**src/rtl/ff_exc_pkg.sv**
```systemverilog
// ff_exc_pkg
// Shared types for the flip-flop excitation generator:
//   state_t : FSM state encoding (IDLE=0, RUN=1, HALT=2), STATE_W bits wide
//   exc_t   : bundle of the five excitation bits {s, r, j, k, t}
package ff_exc_pkg;

  localparam int STATE_W = 2;

  typedef enum logic [STATE_W-1:0] {
    ST_IDLE = 2'd0,
    ST_RUN  = 2'd1,
    ST_HALT = 2'd2
  } state_t;

  typedef struct packed {
    logic s;
    logic r;
    logic j;
    logic k;
    logic t;
  } exc_t;

endpackage

```
**src/rtl/ff_excitation_gen_if.sv**
```systemverilog
// ff_excitation_gen_if
// Stream and status bundle of the excitation generator.
//   Stimulus (master -> slave): d_in, d_valid, inj
//   Status   (slave -> master): s_out, r_out, j_out, k_out, t_out,
//                               q_ref, q_sr, q_jk, q_t, mismatch,
//                               err_cnt[CNT_W-1:0], state[1:0]
// The generator core connects through the slave modport; the stimulus
// source connects through the master modport.
interface ff_excitation_gen_if #(
  parameter int CNT_W = 8
);
  logic             d_in;
  logic             d_valid;
  logic             inj;
  logic             s_out;
  logic             r_out;
  logic             j_out;
  logic             k_out;
  logic             t_out;
  logic             q_ref;
  logic             q_sr;
  logic             q_jk;
  logic             q_t;
  logic             mismatch;
  logic [CNT_W-1:0] err_cnt;
  logic [1:0]       state;

  modport master (
    output d_in, d_valid, inj,
    input  s_out, r_out, j_out, k_out, t_out,
    input  q_ref, q_sr, q_jk, q_t, mismatch, err_cnt, state
  );

  modport slave (
    input  d_in, d_valid, inj,
    output s_out, r_out, j_out, k_out, t_out,
    output q_ref, q_sr, q_jk, q_t, mismatch, err_cnt, state
  );
endinterface

```
**src/rtl/ff_exc_encode.sv**
```systemverilog
// ff_exc_encode
// Purely combinational excitation encoder.
//   d   in  : target next state
//   q   in  : present (reference) state
//   exc out : {s, r, j, k, t} excitation that moves q to d
// Build option FF_EXC_DONTCARE_EN selects the minimal don't-care encoding
// (S=J=d, R=K=~d); otherwise the strict encoding drives S/R/J/K only when
// the state actually changes. T is d^q in both builds.
module ff_exc_encode
  import ff_exc_pkg::*;
(
  input  logic d,
  input  logic q,
  output exc_t exc
);

  always_comb begin
    exc = '0;
`ifdef FF_EXC_DONTCARE_EN
    // Redundant set/clear drive lands in the don't-care columns of the
    // excitation tables, so the present state is not needed here.
    exc.s = d;
    exc.r = ~d;
    exc.j = d;
    exc.k = ~d;
`else
    exc.s = d & ~q;
    exc.r = ~d & q;
    exc.j = d & ~q;
    exc.k = ~d & q;
`endif
    exc.t = d ^ q;
  end

endmodule

```
**src/rtl/ff_excitation_gen.sv**
```systemverilog
// ff_excitation_gen
// Derives SR/JK/T excitations from a target D stream, drives three model
// flip-flops with them and cross-checks the models against a D reference.
//   clk, rst : clock and synchronous active-high reset
//   bus      : ff_excitation_gen_if.slave (stimulus in, excitations, model
//              states, mismatch, saturating err_cnt and FSM state out)
// Parameters: CNT_W (err_cnt width), STOP_ON_ERR (1: first mismatch halts).
// Build option FF_EXC_DONTCARE_EN (inside ff_exc_encode) selects the
// don't-care excitation encoding; model behaviour is identical either way.
module ff_excitation_gen
  import ff_exc_pkg::*;
#(
  parameter int CNT_W       = 8,
  parameter int STOP_ON_ERR = 1
) (
  input  logic                clk,
  input  logic                rst,
  ff_excitation_gen_if.slave  bus
);

  localparam logic [CNT_W-1:0] CNT_MAX = '1;

  state_t           state_q, state_d;
  logic             q_ref_q, q_ref_d;
  logic             q_sr_q, q_sr_d;
  logic             q_jk_q, q_jk_d;
  logic             q_t_q, q_t_d;
  logic             s_out_q, s_out_d;
  logic             r_out_q, r_out_d;
  logic             j_out_q, j_out_d;
  logic             k_out_q, k_out_d;
  logic             t_out_q, t_out_d;
  logic             mismatch_q, mismatch_d;
  logic [CNT_W-1:0] err_cnt_q, err_cnt_d;

  exc_t exc;
  logic accept;
  logic t_apply;

  // Excitation is always derived from the reference state, so a diverged
  // model keeps being driven as if it were aligned.
  ff_exc_encode u_encode (
    .d   (bus.d_in),
    .q   (q_ref_q),
    .exc (exc)
  );

  always_comb begin
    state_d    = state_q;
    q_ref_d    = q_ref_q;
    q_sr_d     = q_sr_q;
    q_jk_d     = q_jk_q;
    q_t_d      = q_t_q;
    s_out_d    = 1'b0;
    r_out_d    = 1'b0;
    j_out_d    = 1'b0;
    k_out_d    = 1'b0;
    t_out_d    = 1'b0;
    mismatch_d = 1'b0;
    err_cnt_d  = err_cnt_q;

    accept  = bus.d_valid && (state_q != ST_HALT);
    t_apply = exc.t ^ bus.inj;

    if (accept) begin
      q_ref_d = bus.d_in;

      if (exc.s)      q_sr_d = 1'b1;
      else if (exc.r) q_sr_d = 1'b0;

      case ({exc.j, exc.k})
        2'b10:   q_jk_d = 1'b1;
        2'b01:   q_jk_d = 1'b0;
        2'b11:   q_jk_d = ~q_jk_q;
        default: q_jk_d = q_jk_q;
      endcase

      q_t_d   = q_t_q ^ t_apply;

      s_out_d = exc.s;
      r_out_d = exc.r;
      j_out_d = exc.j;
      k_out_d = exc.k;
      t_out_d = t_apply;
    end

    case (state_q)
      ST_IDLE: begin
        if (bus.d_valid) state_d = ST_RUN;
      end
      ST_RUN: begin
        // Registered model states already reflect the previous sample,
        // giving the two-cycle compare latency.
        mismatch_d = (q_sr_q != q_ref_q) | (q_jk_q != q_ref_q) | (q_t_q != q_ref_q);
        if (mismatch_q && (err_cnt_q != CNT_MAX)) err_cnt_d = err_cnt_q + 1'b1;
        if (mismatch_q && (STOP_ON_ERR != 0))     state_d   = ST_HALT;
      end
      ST_HALT: begin
        mismatch_d = 1'b1;
      end
      default: begin
        state_d = ST_IDLE;
      end
    endcase
  end

  always_ff @(posedge clk) begin
    if (rst) begin
      state_q    <= ST_IDLE;
      q_ref_q    <= 1'b0;
      q_sr_q     <= 1'b0;
      q_jk_q     <= 1'b0;
      q_t_q      <= 1'b0;
      s_out_q    <= 1'b0;
      r_out_q    <= 1'b0;
      j_out_q    <= 1'b0;
      k_out_q    <= 1'b0;
      t_out_q    <= 1'b0;
      mismatch_q <= 1'b0;
      err_cnt_q  <= '0;
    end else begin
      state_q    <= state_d;
      q_ref_q    <= q_ref_d;
      q_sr_q     <= q_sr_d;
      q_jk_q     <= q_jk_d;
      q_t_q      <= q_t_d;
      s_out_q    <= s_out_d;
      r_out_q    <= r_out_d;
      j_out_q    <= j_out_d;
      k_out_q    <= k_out_d;
      t_out_q    <= t_out_d;
      mismatch_q <= mismatch_d;
      err_cnt_q  <= err_cnt_d;
    end
  end

  // Set and clear must never be requested together in either encoding.
  a_no_sr_jk_conflict : assert property (
    @(posedge clk) disable iff (rst) !(exc.s && exc.r) && !(exc.j && exc.k)
  );

  assign bus.s_out    = s_out_q;
  assign bus.r_out    = r_out_q;
  assign bus.j_out    = j_out_q;
  assign bus.k_out    = k_out_q;
  assign bus.t_out    = t_out_q;
  assign bus.q_ref    = q_ref_q;
  assign bus.q_sr     = q_sr_q;
  assign bus.q_jk     = q_jk_q;
  assign bus.q_t      = q_t_q;
  assign bus.mismatch = mismatch_q;
  assign bus.err_cnt  = err_cnt_q;
  assign bus.state    = state_q;

endmodule

```
**src/flat_wrapper.sv**
```systemverilog
// flat-port wrapper written by rule: the top's interface ports become plain ports
module ff_excitation_gen_flat import ff_exc_pkg::*;
#(
  parameter int CNT_W       = 8,
  parameter int STOP_ON_ERR = 1
)
  (clk, rst, bus_d_in, bus_d_valid, bus_inj, bus_s_out, bus_r_out, bus_j_out, bus_k_out, bus_t_out, bus_q_ref, bus_q_sr, bus_q_jk, bus_q_t, bus_mismatch, bus_err_cnt, bus_state);
  ff_excitation_gen_if #(.CNT_W(CNT_W)) bus_i ();
  input  logic clk;
  input  logic rst;
  input wire logic [$bits(bus_i.d_in)-1:0] bus_d_in;
  input wire logic [$bits(bus_i.d_valid)-1:0] bus_d_valid;
  input wire logic [$bits(bus_i.inj)-1:0] bus_inj;
  output wire logic [$bits(bus_i.s_out)-1:0] bus_s_out;
  output wire logic [$bits(bus_i.r_out)-1:0] bus_r_out;
  output wire logic [$bits(bus_i.j_out)-1:0] bus_j_out;
  output wire logic [$bits(bus_i.k_out)-1:0] bus_k_out;
  output wire logic [$bits(bus_i.t_out)-1:0] bus_t_out;
  output wire logic [$bits(bus_i.q_ref)-1:0] bus_q_ref;
  output wire logic [$bits(bus_i.q_sr)-1:0] bus_q_sr;
  output wire logic [$bits(bus_i.q_jk)-1:0] bus_q_jk;
  output wire logic [$bits(bus_i.q_t)-1:0] bus_q_t;
  output wire logic [$bits(bus_i.mismatch)-1:0] bus_mismatch;
  output wire logic [$bits(bus_i.err_cnt)-1:0] bus_err_cnt;
  output wire logic [$bits(bus_i.state)-1:0] bus_state;
  assign bus_i.d_in = bus_d_in;
  assign bus_i.d_valid = bus_d_valid;
  assign bus_i.inj = bus_inj;
  assign bus_s_out = bus_i.s_out;
  assign bus_r_out = bus_i.r_out;
  assign bus_j_out = bus_i.j_out;
  assign bus_k_out = bus_i.k_out;
  assign bus_t_out = bus_i.t_out;
  assign bus_q_ref = bus_i.q_ref;
  assign bus_q_sr = bus_i.q_sr;
  assign bus_q_jk = bus_i.q_jk;
  assign bus_q_t = bus_i.q_t;
  assign bus_mismatch = bus_i.mismatch;
  assign bus_err_cnt = bus_i.err_cnt;
  assign bus_state = bus_i.state;
  ff_excitation_gen #(.CNT_W(CNT_W), .STOP_ON_ERR(STOP_ON_ERR)) u_core (.clk(clk), .rst(rst), .bus(bus_i));
endmodule
```
**config.mk**
```make
export PLATFORM = sky130hd
export DESIGN_NAME = ff_excitation_gen_flat
export DESIGN_NICKNAME = d
export VERILOG_FILES = /design/src/rtl/ff_exc_pkg.sv /design/src/rtl/ff_excitation_gen_if.sv /design/src/rtl/ff_exc_encode.sv /design/src/rtl/ff_excitation_gen.sv /design/src/flat_wrapper.sv
export SDC_FILE = /design/constraint.sdc
export NUM_CORES = 1
export LEC_CHECK = 0
export ABC_AREA = 1
export CORE_MARGIN = 2
export CORE_UTILIZATION = 47
export CTS_CLUSTER_SIZE = 30
export DETAILED_ROUTE_END_ITERATION = 6
export PLACE_DENSITY_LB_ADDON = 0.12
export SKIP_LAST_GASP = 1
export SYNTH_ARGS = -nofsm -noshare
export SYNTH_HDL_FRONTEND = slang
export SYNTH_SLANG_ARGS = --single-unit
```
**constraint.sdc**
```tcl
create_clock -name clk -period 1.8 [get_ports clk]
set_clock_uncertainty 0.1 [all_clocks]
set_input_delay 0.45 -clock clk [delete_from_list [all_inputs] [get_ports clk]]
set_output_delay 0.45 -clock clk [all_outputs]
set_load 0.02 [all_outputs]
```
==> metrics, run 1 <==
series of cell instances along the critical path dlygate4sd2_1; detailed route wirelength on metal2 945 um; effective utilization at floorplan 50.1%; WP data required 1.25 ns; element type at the critical path end output port; quantity of I/O buffers inserted on ports 24; global route total overflow 0; Slew Limit Headroom 81.1%; slew of the pin with the lowest slew margin 0.283 ns; dominant combinational cell family by area after synthesis simple AND/OR/NAND/NOR gates; flip-flop and latch count after synthesis 18; # diodes 0; detailed-route wire length on metal 1 843 um; standard cell core area 0.00196 mm2; top sig layer met4; class of the worst hold path reg -> reg; first-pass GRT wire length 3.28 mm; final hold violation count 0; final count of pins violating max slew 0; clock buffers created by TritonCTS 3; yosys warns 0; routed wire length per instance 10.1 um; cell row count 16; Worst Path Max Fanout 5; insertion delay of the later-clocked pin in the worst-skew pair 0.29 ns; unrepaired setup endpoints after global routing false; Setup Viol. Count Final 0; total nets after synthesis 142; critical path class reg -> out; kind of cell adding the most delay to the critical path flip-flops; remaining number of nets flagged by the antenna check after routing 0; DRT Wirelength 1.88 mm; number of global-route vias before repair 820; Die Ht 49.7 um; number of iterations in the first detailed-routing pass 5; DR iter-0 viols 9; hold bufs inserted after CTS 0; DP HPWL 1.52 mm; delay of the slowest critical-path stage 0.41 ns; period utilisation layout 89.7%; number of buffers and inverters on the critical path 1; overall routing resource usage 17.0%; commonest non-fill, non-tap cell in the layout sky130_fd_sc_hd__nand2_1; mux share of post-synthesis cell area 0%; element type at the critical path start flip-flop; outcome finished clean; area of the die 0.00247 mm2; count of different cell masters after synthesis 25; compound-gate portion of the synthesized area 13.7%; signed area change from the synthesized netlist to the final layout 31.7%; sinks on the clock net 18; routed wire length on met3 80 um; Die Width 49.7 um; commonest cells after routing, fill and taps aside 23 x sky130_fd_sc_hd__nand2_1, 21 x sky130_fd_sc_hd__inv_1, 18 x sky130_fd_sc_hd__dfxtp_1; overall power after layout 0.00120 W; H-tree lvl count 1; worst setup slack after layout 0.185 ns; initial antenna violation count 0; via count 890; number of vias per cell 4.76; Final Wtd Congestion 0.770; Arr. time, crit path 1.07 ns; reported leakage power 0.698 nW; Synth Area per Inst 7.56 um2; final cell count without fillers 187; basic-gate share of the synthesized area counting and, or, nand and nor cells 29.1%; xor-xnor portion of the synthesized cell area 0.891%; adder and majority cell fraction of the synthesized area 8.91%; worst IR drop on VDD 0.616 mV; DRC violation count after routing 0; Clk pin slew, worst setup/hold paths 0.11 ns; share of layout cells above drive strength 1 14.4%; slowest CP cell sky130_fd_sc_hd__dfxtp_1; synthesized netlist cell count 130; Post-Place Cells 183; Layout Nets 173; number of max-capacitance violations reported 0; pin count of the biggest net entering global routing 11; power density over the cells 926 mW/mm2; post-layout min period 1.62 ns; I/O pin count 25; Netlist Area Pre-Place 983 um2; register area share after synthesis 36.6%; hold slack final 0.426 ns; root buffer cell sky130_fd_sc_hd__clkbuf_4; clock tree from TritonCTS built; highest clock frequency the design can meet 0.619 GHz; pre-CTS setup slack -0.0607 ns; Max Root-Sink Buffers 2
[logic make-up (layout without fill, tap and decap cells)]
group / count (synthesis) / in the layout
adder cells (fa/ha/maj): 7 / 7
flip-flops: 18 / 18
AO/OA/AOI/OAI: 22 / 22
XOR/XNOR: 1 / 1
buffers and inverters: 24 / 54
AND/OR/NAND/NOR: 58 / 58
[per-layer routing]
layer  vias to the layer above  GRT usage, %
met5                         -             0
met4                         0          8.33
met1                       395          19.8
met2                        19          29.8
met3                         2          3.03
li1                        474             -
[power breakdown]
group	total [W]	internal (W)	leakage [nW]	switching [W]
registers	0.000492	0.000451	0.147	0.0000408
logic	0.000459	0.000184	0.530	0.000275
clock network	0.000248	0.000123	0.0210	0.000125
total	0.00120	0.000759	0.698	0.000441
[Yosys cell counts]
library cell	count	area, um2
sky130_fd_sc_hd__o211ai_1	1	7.51
sky130_fd_sc_hd__nor2_4	3	33.8
sky130_fd_sc_hd__nand4_1	1	6.26
sky130_fd_sc_hd__a32oi_1	1	8.76
sky130_fd_sc_hd__a21oi_2	1	8.76
sky130_fd_sc_hd__ha_1	7	87.6
sky130_fd_sc_hd__nand3_1	5	25.0
sky130_fd_sc_hd__nor2_1	16	60.1
sky130_fd_sc_hd__nand2_2	5	31.3
sky130_fd_sc_hd__inv_1	21	78.8
sky130_fd_sc_hd__nand3b_1	1	7.51
sky130_fd_sc_hd__a21oi_4	1	16.3
sky130_fd_sc_hd__xnor2_1	1	8.76
sky130_fd_sc_hd__o21ai_0	6	30.0
sky130_fd_sc_hd__nand3_4	1	17.5
sky130_fd_sc_hd__a21oi_1	9	45.0
sky130_fd_sc_hd__nand2_1	23	86.3
sky130_fd_sc_hd__dfxtp_1	18	360
sky130_fd_sc_hd__buf_6	1	11.3
sky130_fd_sc_hd__buf_4	2	15.0
sky130_fd_sc_hd__nor2_2	2	12.5
sky130_fd_sc_hd__o21bai_1	1	7.51
sky130_fd_sc_hd__or2_2	1	6.26
sky130_fd_sc_hd__o21ai_1	1	5.00
sky130_fd_sc_hd__a31oi_1	1	6.26
[flip-flops by register name, indices dropped and copies added (netlist names)]
register / count
u_core.bus.j_out: 1
u_core.bus.q_t: 1
u_core.bus.t_out: 1
u_core.bus.q_sr: 1
u_core.bus.mismatch: 1
u_core.bus.state: 2
u_core.bus.q_ref: 1
u_core.bus.q_jk: 1
u_core.bus.r_out: 1
u_core.bus.err_cnt: 8
[worst register-to-register path, stage by stage, from the launching register on]
cell                      delay (ns)
sky130_fd_sc_hd__dfxtp_1        0.36
sky130_fd_sc_hd__buf_4          0.14
sky130_fd_sc_hd__inv_1          0.06
sky130_fd_sc_hd__ha_1           0.32
sky130_fd_sc_hd__xnor2_1        0.20
sky130_fd_sc_hd__nand2_1        0.10
sky130_fd_sc_hd__a32oi_1        0.15
[timing repair]
action,in CTS,in global routing
gates resized for setup,16,4
pin swaps,0,0
buffers inserted,0,0
endpoints found under the setup margin,17,4
[final cells by class]
cell class / instances / area (um2)
clock buffers: 4 / 36.3
fillers: 191 / 667
inverters: 21 / 78.8
multi-input cells: 88 / 518
flip-flops and latches: 18 / 360
well taps: 27 / 33.8
repair buffers: 29 / 268
[final timing paths]
kind,start,slack [ns],depth (start not counted),end
setup / recovery,u_core.bus.q_t,0.18,1,bus_q_t
setup reg to reg,u_core.bus.q_ref,0.30,6,u_core.bus.q_t
hold / removal,u_core.bus.err_cnt[7],0.43,2,u_core.bus.err_cnt[7]
hold reg to reg,u_core.bus.err_cnt[7],0.43,2,u_core.bus.err_cnt[7]
[metrics by stage]
step	util, %	cell area (um2)	TNS (ns)
6_report	66.0	1290	0
3_5_place_dp	64.7	1270	-0.0913
2_1_floorplan	-	983	0
3_3_place_gp	64.7	1270	0
5_1_grt	66.0	1290	0
4_1_cts	65.5	1280	0
Power figures use the tool's default switching activity.
==> run 2, diff against run 1 <==
- CAP_MARGIN: default -> 10
- CTS_CLUSTER_SIZE: 30 -> default
==> results of run 2 <==
Same layout as run 1: the final DEF is identical, and so are final timing and power.
